File: src/rtl/if_stage_pipeline_if.sv
// Fetch-side bundle between the PC/IF-ID stage, the hazard unit, EX redirect,
// instruction memory and decode.
interface if_stage_pipeline_if #(
    parameter int N = 32
);
    // Control and fetch inputs to the stage
    logic          hazard_hold_i;
    logic          branch_taken_i;
    logic [N-1:0]  branch_target_i;
    logic [31:0]   instr_i;

    // Registered fetch address, IF/ID contents and performance counters
    logic [N-1:0]  pc_o;
    logic [N-1:0]  if_id_pc_o;
    logic [N-1:0]  if_id_pc_plus4_o;
    logic [31:0]   if_id_instr_o;
    logic          if_id_valid_o;
    logic [31:0]   stall_count_o;
    logic [31:0]   flush_count_o;

    // The environment (hazard unit, EX, imem, decode) drives the stage inputs
    modport master (
        output hazard_hold_i,
        output branch_taken_i,
        output branch_target_i,
        output instr_i,
        input  pc_o,
        input  if_id_pc_o,
        input  if_id_pc_plus4_o,
        input  if_id_instr_o,
        input  if_id_valid_o,
        input  stall_count_o,
        input  flush_count_o
    );

    modport slave (
        input  hazard_hold_i,
        input  branch_taken_i,
        input  branch_target_i,
        input  instr_i,
        output pc_o,
        output if_id_pc_o,
        output if_id_pc_plus4_o,
        output if_id_instr_o,
        output if_id_valid_o,
        output stall_count_o,
        output flush_count_o
    );
endinterface

File: src/rtl/if_stage_pipeline.sv
// Program counter plus IF/ID pipeline register with hold (load-use) and flush (redirect).
// Optional hold/flush performance counters are built when IF_PERF_COUNTERS_EN is defined.
module if_stage_pipeline #(
    parameter int          N         = 32,
    parameter logic [N-1:0] RESET_PC  = 'h00400000,
    parameter logic [31:0] NOP_INSTR = 32'h00000013
) (
    input  logic                 clk,
    input  logic                 reset,
    if_stage_pipeline_if.slave   bus
);

    typedef enum logic [1:0] {
        ACT_ADVANCE,
        ACT_HOLD,
        ACT_FLUSH
    } action_e;

    action_e       action;
    logic [N-1:0]  pc_q;
    logic [N-1:0]  pc_plus4;
    logic [N-1:0]  redirect_pc;
    logic [N-1:0]  if_id_pc_q;
    logic [N-1:0]  if_id_pc_plus4_q;
    logic [31:0]   if_id_instr_q;
    logic          if_id_valid_q;

    // Redirect beats a hold request: the held instruction is on the wrong path anyway.
    always_comb begin
        action = ACT_ADVANCE;
        if (bus.branch_taken_i) begin
            action = ACT_FLUSH;
        end else if (bus.hazard_hold_i) begin
            action = ACT_HOLD;
        end
    end

    assign pc_plus4    = pc_q + N'(4);
    assign redirect_pc = bus.branch_target_i & ~N'(3);

    // NOTE: state registers use non-blocking assignments so every flop samples pre-edge values.
    always_ff @(posedge clk or posedge reset) begin
        if (reset) begin
            pc_q <= RESET_PC;
        end else begin
            case (action)
                ACT_FLUSH:   pc_q <= redirect_pc;
                ACT_HOLD:    pc_q <= pc_q;
                default:     pc_q <= pc_plus4;
            endcase
        end
    end

    always_ff @(posedge clk or posedge reset) begin
        if (reset) begin
            if_id_pc_q       <= '0;
            if_id_pc_plus4_q <= '0;
            if_id_instr_q    <= NOP_INSTR;
            if_id_valid_q    <= 1'b0;
        end else begin
            case (action)
                ACT_FLUSH: begin
                    if_id_pc_q       <= '0;
                    if_id_pc_plus4_q <= '0;
                    if_id_instr_q    <= NOP_INSTR;
                    if_id_valid_q    <= 1'b0;
                end
                ACT_HOLD: begin
                    if_id_pc_q       <= if_id_pc_q;
                    if_id_pc_plus4_q <= if_id_pc_plus4_q;
                    if_id_instr_q    <= if_id_instr_q;
                    if_id_valid_q    <= if_id_valid_q;
                end
                default: begin
                    if_id_pc_q       <= pc_q;
                    if_id_pc_plus4_q <= pc_plus4;
                    if_id_instr_q    <= bus.instr_i;
                    if_id_valid_q    <= 1'b1;
                end
            endcase
        end
    end

    assign bus.pc_o             = pc_q;
    assign bus.if_id_pc_o       = if_id_pc_q;
    assign bus.if_id_pc_plus4_o = if_id_pc_plus4_q;
    assign bus.if_id_instr_o    = if_id_instr_q;
    assign bus.if_id_valid_o    = if_id_valid_q;

`ifdef IF_PERF_COUNTERS_EN
    logic [31:0] stall_cnt_q;
    logic [31:0] flush_cnt_q;

    // Both counters stick at all-ones rather than wrapping.
    always_ff @(posedge clk or posedge reset) begin
        if (reset) begin
            stall_cnt_q <= '0;
            flush_cnt_q <= '0;
        end else begin
            if (action == ACT_HOLD && stall_cnt_q != 32'hFFFF_FFFF) begin
                stall_cnt_q <= stall_cnt_q + 32'd1;
            end
            if (action == ACT_FLUSH && flush_cnt_q != 32'hFFFF_FFFF) begin
                flush_cnt_q <= flush_cnt_q + 32'd1;
            end
        end
    end

    assign bus.stall_count_o = stall_cnt_q;
    assign bus.flush_count_o = flush_cnt_q;
`else
    assign bus.stall_count_o = 32'h0;
    assign bus.flush_count_o = 32'h0;
`endif

endmodule

File: src/flat_wrapper.sv
// flat-port wrapper written by rule: the top's interface ports become plain ports
module if_stage_pipeline_flat 
#(
    parameter int          N         = 32,
    parameter logic [N-1:0] RESET_PC  = 'h00400000,
    parameter logic [31:0] NOP_INSTR = 32'h00000013
)
  (clk, reset, bus_hazard_hold_i, bus_branch_taken_i, bus_branch_target_i, bus_instr_i, bus_pc_o, bus_if_id_pc_o, bus_if_id_pc_plus4_o, bus_if_id_instr_o, bus_if_id_valid_o, bus_stall_count_o, bus_flush_count_o);
  if_stage_pipeline_if #(.N(N)) bus_i ();
  input  logic clk;
  input  logic reset;
  input wire logic [$bits(bus_i.hazard_hold_i)-1:0] bus_hazard_hold_i;
  input wire logic [$bits(bus_i.branch_taken_i)-1:0] bus_branch_taken_i;
  input wire logic [$bits(bus_i.branch_target_i)-1:0] bus_branch_target_i;
  input wire logic [$bits(bus_i.instr_i)-1:0] bus_instr_i;
  output wire logic [$bits(bus_i.pc_o)-1:0] bus_pc_o;
  output wire logic [$bits(bus_i.if_id_pc_o)-1:0] bus_if_id_pc_o;
  output wire logic [$bits(bus_i.if_id_pc_plus4_o)-1:0] bus_if_id_pc_plus4_o;
  output wire logic [$bits(bus_i.if_id_instr_o)-1:0] bus_if_id_instr_o;
  output wire logic [$bits(bus_i.if_id_valid_o)-1:0] bus_if_id_valid_o;
  output wire logic [$bits(bus_i.stall_count_o)-1:0] bus_stall_count_o;
  output wire logic [$bits(bus_i.flush_count_o)-1:0] bus_flush_count_o;
  assign bus_i.hazard_hold_i = bus_hazard_hold_i;
  assign bus_i.branch_taken_i = bus_branch_taken_i;
  assign bus_i.branch_target_i = bus_branch_target_i;
  assign bus_i.instr_i = bus_instr_i;
  assign bus_pc_o = bus_i.pc_o;
  assign bus_if_id_pc_o = bus_i.if_id_pc_o;
  assign bus_if_id_pc_plus4_o = bus_i.if_id_pc_plus4_o;
  assign bus_if_id_instr_o = bus_i.if_id_instr_o;
  assign bus_if_id_valid_o = bus_i.if_id_valid_o;
  assign bus_stall_count_o = bus_i.stall_count_o;
  assign bus_flush_count_o = bus_i.flush_count_o;
  if_stage_pipeline #(.N(N), .RESET_PC(RESET_PC), .NOP_INSTR(NOP_INSTR)) u_core (.clk(clk), .reset(reset), .bus(bus_i));
endmodule
File: config.mk
export PLATFORM = sky130hd
export DESIGN_NAME = if_stage_pipeline_flat
export DESIGN_NICKNAME = d
export VERILOG_FILES = /design/src/rtl/if_stage_pipeline_if.sv /design/src/rtl/if_stage_pipeline.sv /design/src/flat_wrapper.sv
export SDC_FILE = /design/constraint.sdc
export NUM_CORES = 1
export LEC_CHECK = 0
export ABC_AREA = 0
export CAP_MARGIN = 25
export CORE_MARGIN = 2
export CORE_UTILIZATION = 49
export CTS_BUF_LIST = sky130_fd_sc_hd__clkbuf_2
export CTS_CLUSTER_SIZE = 24
export DETAILED_ROUTE_END_ITERATION = 6
export PLACE_DENSITY = 0.89
export SLEW_MARGIN = 5
export SYNTH_ARGS = -nofsm -noshare
export SYNTH_HDL_FRONTEND = slang
export SYNTH_SLANG_ARGS = --single-unit
export TNS_END_PERCENT = 30
File: constraint.sdc
create_clock -name clk -period 12.1 [get_ports clk]
set_input_delay 3.63 -clock clk [delete_from_list [all_inputs] [get_ports clk]]
set_output_delay 3.63 -clock clk [all_outputs]
set_load 0.01 [all_outputs]
Word level (Yosys, flattened, before mapping). Index checks and enable logic that the tools add are counted.

Flip-flop bits (word level): 129. Bits in latches: 0. Bits in writable memories: 0. Bits in read-only memories: 0. Bits of input ports: 68. Output and inout bits: 193. Logic and storage cells: 15. Memories: 0.

Add/sub/neg operators: 1. $mul: 0. Divide/modulo/power cells: 0. Magnitude comparators: 0. Equal/unequal tests: 2. Shift-type cells: 0. Mux-type cells: 7. Bitwise logic cells: 0. Reduce and logical (&&, ||, !) cells: 0.

Operator list (number): 32-bit one-hot mux with 2 select lines (4); 32-bit by 3-bit adder with 32-bit output, second input constant (1); 2-bit by 1-bit equality test with 1-bit output, second input constant (1); 2-bit equality test, second input constant (1); 2-bit 2-to-1 mux (1); 1-bit one-hot mux with 2 select lines (1); 1-bit 2-to-1 mux (1).

Depth between registers and ports, before layout. Gate-level depths: netlist of run 1.

Word-level depth: 4. Mapped depth: 7. Gate-level depth less buffers: 5.

Least setup slack after synthesis of run 1. No wires, ideal clock.

Path kind: input to register. From: in bus_hazard_hold_i. To: reg u_core.if_id_pc_q[10] (netlist: u_core.bus.if_id_pc_o[10]). Library setup time: 132 ps. Arrival: 5062 ps. Required time: 11968 ps. Path slack: 6906 ps. Stages on the path: 6. Path buffers: 4. Path through: clkbuf_1 clkbuf_1 clkbuf_1 buf_1 mux2i_1 nor2_1.

Cells in the longest elaborated chain, start to end: 4. Elaborated cells between the ends (all ways): 5. Those cells by class: 2 x eq/ne; 3 x mux.

Ends and longest elaborated chain: from (decl) (line flat_wrapper.sv:12) `input wire logic [$bits(bus_i.hazard_hold_i)-1:0] bus_hazard_hold_i;`; 1-bit 2-to-1 mux * (line if_stage_pipeline.sv:33) `end else if (bus.hazard_hold_i) begin`; 2-bit 2-to-1 mux * (line if_stage_pipeline.sv:31) `if (bus.branch_taken_i) begin`; 2-bit by 1-bit equality test with 1-bit output or 2-bit equality test (tied branches) (line if_stage_pipeline.sv:61) `case (action)`; 32-bit one-hot mux with 2 select lines (line if_stage_pipeline.sv:61); to (signal assigned) (line if_stage_pipeline.sv:69) `if_id_pc_q <= if_id_pc_q;`; to (signal assigned) (line if_stage_pipeline.sv:75) `if_id_pc_q <= pc_q;`; to (decl) (line if_stage_pipeline.sv:23) `logic [N-1:0] if_id_pc_q;`.

Every way passes the cells marked *; elsewhere a longest branch is shown, timed or not. A chain may end at the register's enable or synchronous reset.

Final worst setup path of run 1.
From: in bus_hazard_hold_i. To: reg u_core.if_id_pc_plus4_q[25] (netlist: u_core.bus.if_id_pc_plus4_o[25]).

Cells in the longest elaborated chain, start to end: 4. Elaborated cells between the ends (all ways): 5. Those cells by class: 2 x eq/ne; 3 x mux.

Ends and longest elaborated chain: 1-bit 2-to-1 mux * (line if_stage_pipeline.sv:33); 2-bit 2-to-1 mux * (line if_stage_pipeline.sv:31); 2-bit by 1-bit equality test with 1-bit output or 2-bit equality test (tied branches) (line if_stage_pipeline.sv:61); 32-bit one-hot mux with 2 select lines (line if_stage_pipeline.sv:61); to (signal assigned) (line if_stage_pipeline.sv:70) `if_id_pc_plus4_q <= if_id_pc_plus4_q;`; to (signal assigned) (line if_stage_pipeline.sv:76) `if_id_pc_plus4_q <= pc_plus4;`; to (decl) (line if_stage_pipeline.sv:24) `logic [N-1:0] if_id_pc_plus4_q;`.

Marked as above.

==> results_dict.tcl, run 1 <==
set metrics [dict create \
    yosysTopAreaCell "dfrtp_1" \
    place.gp.congestion 0.808 \
    drv_slew 0 \
    postCtsSetupRepairBufs 0 \
    antenna_found_initial 1 \
    drive_gt1_share_pct 5.69 \
    wire_per_inst_um 15.9 \
    arrival_ns 6.44 \
    status "complete, no violations" \
    async_flop_share_pct 100 \
    clock_path_buffers 2 \
    cts_hold_buf 0 \
    cts_tree "done" \
    netlist_area_sq_um 6500 \
    max_freq_mhz 170 \
    register_area_sq_um 3110 \
    power.internal_uw 619 \
    fin_crit_sh_pct 48.6 \
    num_rows 42 \
    cp-end-kind "flip-flop" \
    r2r_cells 5 \
    powerDensity_nw_per_um2 108 \
    die_x_um 119 \
    placed_cell_area_sq_um 8180 \
    final_area_sq_um 8380 \
    syn_avg_cell_area_sq_um 9.70 \
    rsz0062_at_grt "no" \
    pwr-share-clk_pct 25.1 \
    firstDrtPassIters 7 \
    fillers 1069 \
    start_kind "input pin" \
    fin_nets 899 \
    grt_pass1_wl_mm 26.1 \
    critPathMaxFanout 75 \
    setup_tns_ns 0 \
    multi_input_area_sq_um 2850 \
    min_period_ns 5.88 \
    tightestPinTransition_ns 1.01 \
    dpl.hpwl_mm 11.0 \
    drc 0 \
    synth_cell_type_count 49 \
    insertion_delay_ns 0.71 \
    ir_drop_v 0.0000636 \
    dieArea_sq_um 14200 \
    detail-route-antenna-nets 0 \
    worstHoldPathType "reg -> reg" \
    holdPathStages 1 \
    grt_overflow 0 \
    synth_ff_type "dfrtp_1" \
    initial_core_util_pct 49.7 \
    pwr-share-seq_pct 53.0 \
    cts_sinks 124 \
    vias 5294 \
    crit_family "buffers and inverters" \
    utilization_pct 64.0 \
    ys_ff_latch 124 \
    p_comb_share_pct 21.9 \
    finalHoldViolations 0 \
    p_sw_share_pct 31.9 \
    synth_edf_count 0 \
    dp_slack_ns 5.50 \
    path_class "in -> reg" \
    mostFrequentLayoutCells "clkdlybuf4s50_1, dfrtp_1, nor2_1" \
    grtUsageTotal_pct 23.3 \
    cts_resized 0 \
    grt_max_degree 83 \
    critPathMostFrequentCell "buf_4" \
    path_depth 6 \
    required_ns 12.66 \
    max_cap_violations 0 \
    synth_area_leaders "dfrtp_1, mux2i_1, buf_4" \
    avgViaCountPerCell 5.19 \
    power_leakage_uw 0.00358 \
    fp.coreArea_sq_um 13100 \
    setup_viol 0 \
    clk_pin_slew_ns 0.19 \
    layout_commonest_cell "clkdlybuf4s50_1" \
    critPathMaxStageDelay_ns 0.85 \
    netSwitchingPower_uw 289 \
    crit_chain "buf_4, buf_4, inv_1, buf_4, and4_1, a2111oi_0" \
    worstPathBufferInverterCount 4 \
    slew_headroom_pct 32.7 \
    cpMaxStageDelayCell "buf_4" \
    io_buffers 192 \
    cts_buffers 17 \
    io_pins 261 \
    rrSetupSlack_ns 9.21 \
    finClkSkew_ns 0.0405 \
    die_h_um 119 \
    wirelength_mm 16.2 \
    grt_pass1_vias 5049 \
    syn-instance-count 670 \
    drtIter0Drc 288 \
    ys_seq_area_share_pct 47.8 \
    clock_tree.root_cell "clkbuf_2" \
    yosysTopAreaCellShare_pct 46.2 \
    setup_slack_ns 6.22 \
    htreeDepth 4 \
    syn_to_final_growth_pct 28.9 \
    yosysWarnings 0 \
]
[per-stage QoR]
step	hold slack (ns)	std cells	power, uW
floorplan	0.516	735	600
global placement	0.464	987	684
detailed placement	0.471	987	689
CTS	0.509	1019	917
global route	0.532	1020	960
finish	0.510	1020	908
[power groups by stage]
stage	sequential, uW	clock, uW	combinational [uW]
global route	488	255	217
CTS	481	235	201
global placement	488	0	196
detailed placement	489	0	200
floorplan	489	0	111
finish	482	228	199
[registers in the layout (all words and copies together), names as in the netlist]
signal                       flops
u_core.bus.pc_o                 30
u_core.bus.if_id_valid_o         1
u_core.bus.if_id_instr_o        32
u_core.bus.if_id_pc_plus4_o     31
u_core.bus.if_id_pc_o           30
[final timing paths]
check / from / endpoint
max: bus_hazard_hold_i / u_core.bus.if_id_pc_plus4_o[25]
min: u_core.bus.if_id_valid_o / u_core.bus.if_id_valid_o
max in group asynchronous: reset / u_core.bus.if_id_instr_o[31]
min reg2reg: u_core.bus.if_id_valid_o / u_core.bus.if_id_valid_o
min in group asynchronous: reset / u_core.bus.if_id_pc_plus4_o[29]
max reg2reg: u_core.bus.pc_o[2] / u_core.bus.if_id_pc_plus4_o[26]
[routing by layer]
metal	GRT usage, %	vias to the layer above	share of wire (%)
met5	0	-	0
met4	10.0	0	2.6
li1	-	2530	-
met2	37.0	184	48
met1	30.6	2552	43
met3	5.56	28	6.0
[worst register-to-register path: cells and delay by family (launching register included)]
kind,cells,cell delay (ns)
adders and majority gates,1,0.36
AOI/OAI and AO/OA,1,0.26
and+or+nand+nor,3,1.70
DFF,1,0.53
[kinds of logic (layout without fill, tap and decap cells)]
logic type / Yosys count / count (layout) / synth area share (%)
AND/OR/NAND/NOR: 225 / 225 / 17.1
XOR/XNOR: 27 / 27 / 3.64
adder cells (fa/ha/maj): 1 / 1 / 0.192
buffers and inverters: 132 / 240 / 12.1
flip-flops: 124 / 124 / 47.8
AO/OA/AOI/OAI: 101 / 101 / 10.1
other: 1 / 67 / 0.0577
multiplexers: 59 / 59 / 9.09
[Yosys cell counts (all sizes together) (10+ instances only)]
master  number
dfrtp      120
nand2       43
inv         10
a31oi       14
or4         14
mux2i       59
nand4       11
buf         90
o21ai       32
a21oi       12
nor2        95
clkbuf      32
a211oi      11
nor3        14
xnor2       21
[layout make-up]
class | count | area share [%]
Multi-Input combinational cell | 479 | 34.0
Clock inverter | 14 | 1.25
Antenna cell | 1 | 0.0299
Tap cell | 176 | 2.63
Sequential cell | 124 | 37.1
Clock buffer | 18 | 1.07
Inverter | 10 | 0.508
Timing Repair Buffer | 198 | 23.4
Note: power is estimated with default switching activity, not from simulation.
==> run 2: changes to the inputs <==
CORE_UTILIZATION = 45   (was 49)
PLACE_DENSITY = 0.83   (was 0.89)
clock period = 5.5 ns   (was 12.1 ns; I/O delays follow)
==> run 2 against run 1 <==
Net effect:
- wire length grew 2.7%
- setup slack worse by 4.3 ns
- critical path type is now reg -> out
- clock skew shrank 0.016 ns
- first-iteration DRC count is 23% higher
- combinational power grew 120%
- core utilization fell by 3.3 points
- flip-flop and latch count unchanged
- final cell count grew 0.69%
==> results_dict.tcl, run 2 (synthesis gave the netlist of run 1 again) <==
set metrics [dict create \
    dp_slack_ns 1.76 \
    finalHoldViolations 0 \
    cp-end-kind "output pin" \
    clk_pin_slew_ns 0.18 \
    wirelength_mm 16.7 \
    power_leakage_uw 0.00364 \
    die_x_um 124 \
    worstPathBufferInverterCount 1 \
    layout_commonest_cell "clkdlybuf4s50_1" \
    die_h_um 124 \
    crit_start "u_core.bus.pc_o[4]" \
    detail-route-antenna-nets 0 \
    crit_family "flip-flops" \
    cts_hold_buf 0 \
    dpl.hpwl_mm 11.6 \
    crit_end "bus_pc_o[4]" \
    antenna_found_initial 1 \
    initial_core_util_pct 46.5 \
    grt-busiest-layer "met2" \
    clock_tree.root_cell "clkbuf_2" \
    grtUsageTotal_pct 22.2 \
    cts_sinks 124 \
    clock_path_buffers 2 \
    largest_register_ffs 32 \
    drive_gt1_share_pct 6.26 \
    cts_tree "done" \
    path_depth 1 \
    cpMaxStageDelayCell "dfrtp_1" \
    grt_pass1_vias 4946 \
    tightestPinTransition_ns 0.942 \
    powerDensity_nw_per_um2 257 \
    htreeDepth 4 \
    place.gp.congestion 0.775 \
    status "complete, no violations" \
    crit_chain "clkdlybuf4s50_1" \
    whs_ns 0.510 \
    rrSetupSlack_ns 2.63 \
    wire_per_inst_um 16.2 \
    critPathMaxFanout 11 \
    met3_usage_pct 5.63 \
    io_pins 261 \
    insertion_delay_ns 0.71 \
    io_buffers 192 \
    critPathMaxStageDelay_ns 0.63 \
    met2_usage_pct 34.6 \
    max_freq_mhz 277 \
    grt_max_degree 65 \
    setup_viol 0 \
    drc 0 \
    fp.coreArea_sq_um 14000 \
    vias 5298 \
    arrival_ns 1.96 \
    finClkSkew_ns 0.0248 \
    r2r_cells 5 \
    max_cap_violations 0 \
    num_rows 43 \
    drv_slew 0 \
    grt_util_met1_pct 29.8 \
    required_ns 3.85 \
    setup_slack_ns 1.89 \
    start_kind "flip-flop" \
    slew_headroom_pct 37.2 \
    rr_startpoint "u_core.bus.pc_o[2]" \
    cts_buffers 17 \
    rr_endpoint "u_core.bus.if_id_pc_plus4_o[26]" \
    cts_resized 0 \
    rsz0062_at_grt "no" \
    firstDrtPassIters 4 \
    ir_drop_v 0.000118 \
    fin_nets 902 \
    drtIter0Drc 355 \
    grt_pass1_wl_mm 26.2 \
    worstHoldPathType "reg -> reg" \
    fin_crit_sh_pct 65.7 \
    mostFrequentLayoutCells "clkdlybuf4s50_1, dfrtp_1, nor2_1" \
    syn_to_final_growth_pct 30.8 \
    min_period_ns 3.61 \
    setup_tns_ns 0 \
    path_class "reg -> out" \
    postCtsSetupRepairBufs 0 \
    avgViaCountPerCell 5.16 \
    dieArea_sq_um 15400 \
    grt_overflow 0 \
]
==> run 2: stage by stage <==
| stage | cell area [sq um] | utilization, % | total power (uW) | cells |
|---|---|---|---|---|
| floorplan | 6740 | - | 1320 | 735 |
| global placement | 8210 | 58.7 | 1510 | 994 |
| detailed placement | 8210 | 58.7 | 1520 | 994 |
| CTS | 8500 | 60.8 | 2210 | 1026 |
| global route | 8500 | 60.8 | 2300 | 1027 |
| finish | 8500 | 60.8 | 2190 | 1027 |
==> run 2: cell type report <==
class | instances | area, sq um
fillers | 1192 | 5490
flip-flops and latches | 124 | 3110
multi-input cells | 479 | 2850
repair buffers | 201 | 1980
well taps | 180 | 225
clock inverters | 14 | 200
clock buffers | 18 | 90.1
inverters | 10 | 40.0
diodes | 1 | 2.50
==> run 2: worst min path at each step <==
stage	start	endpoint	slack, ns	cells after the start
floorplan	u_core.bus.if_id_valid_o	u_core.bus.if_id_valid_o	0.52	1
global placement	u_core.bus.if_id_valid_o	u_core.bus.if_id_valid_o	0.46	1
detailed placement	u_core.bus.if_id_valid_o	u_core.bus.if_id_valid_o	0.47	1
CTS	u_core.bus.if_id_valid_o	u_core.bus.if_id_valid_o	0.51	1
global route	u_core.bus.if_id_valid_o	u_core.bus.if_id_valid_o	0.54	1
finish	u_core.bus.if_id_valid_o	u_core.bus.if_id_valid_o	0.51	1
==> run 2: routing by layer <==
layer / vias up / part of all wire (%) / routed length [um]
li1: 2543 / - / -
met3: 18 / 6.9 / 1150
met1: 2537 / 43 / 7190
met2: 200 / 48 / 8050
met5: - / 0 / 0
met4: 0 / 1.6 / 269
==> run 2: where the power goes <==
group	switching [uW]	internal [uW]	total, uW
Sequential	81.6	979	1060
Clock	346	339	685
Combinational	212	228	440
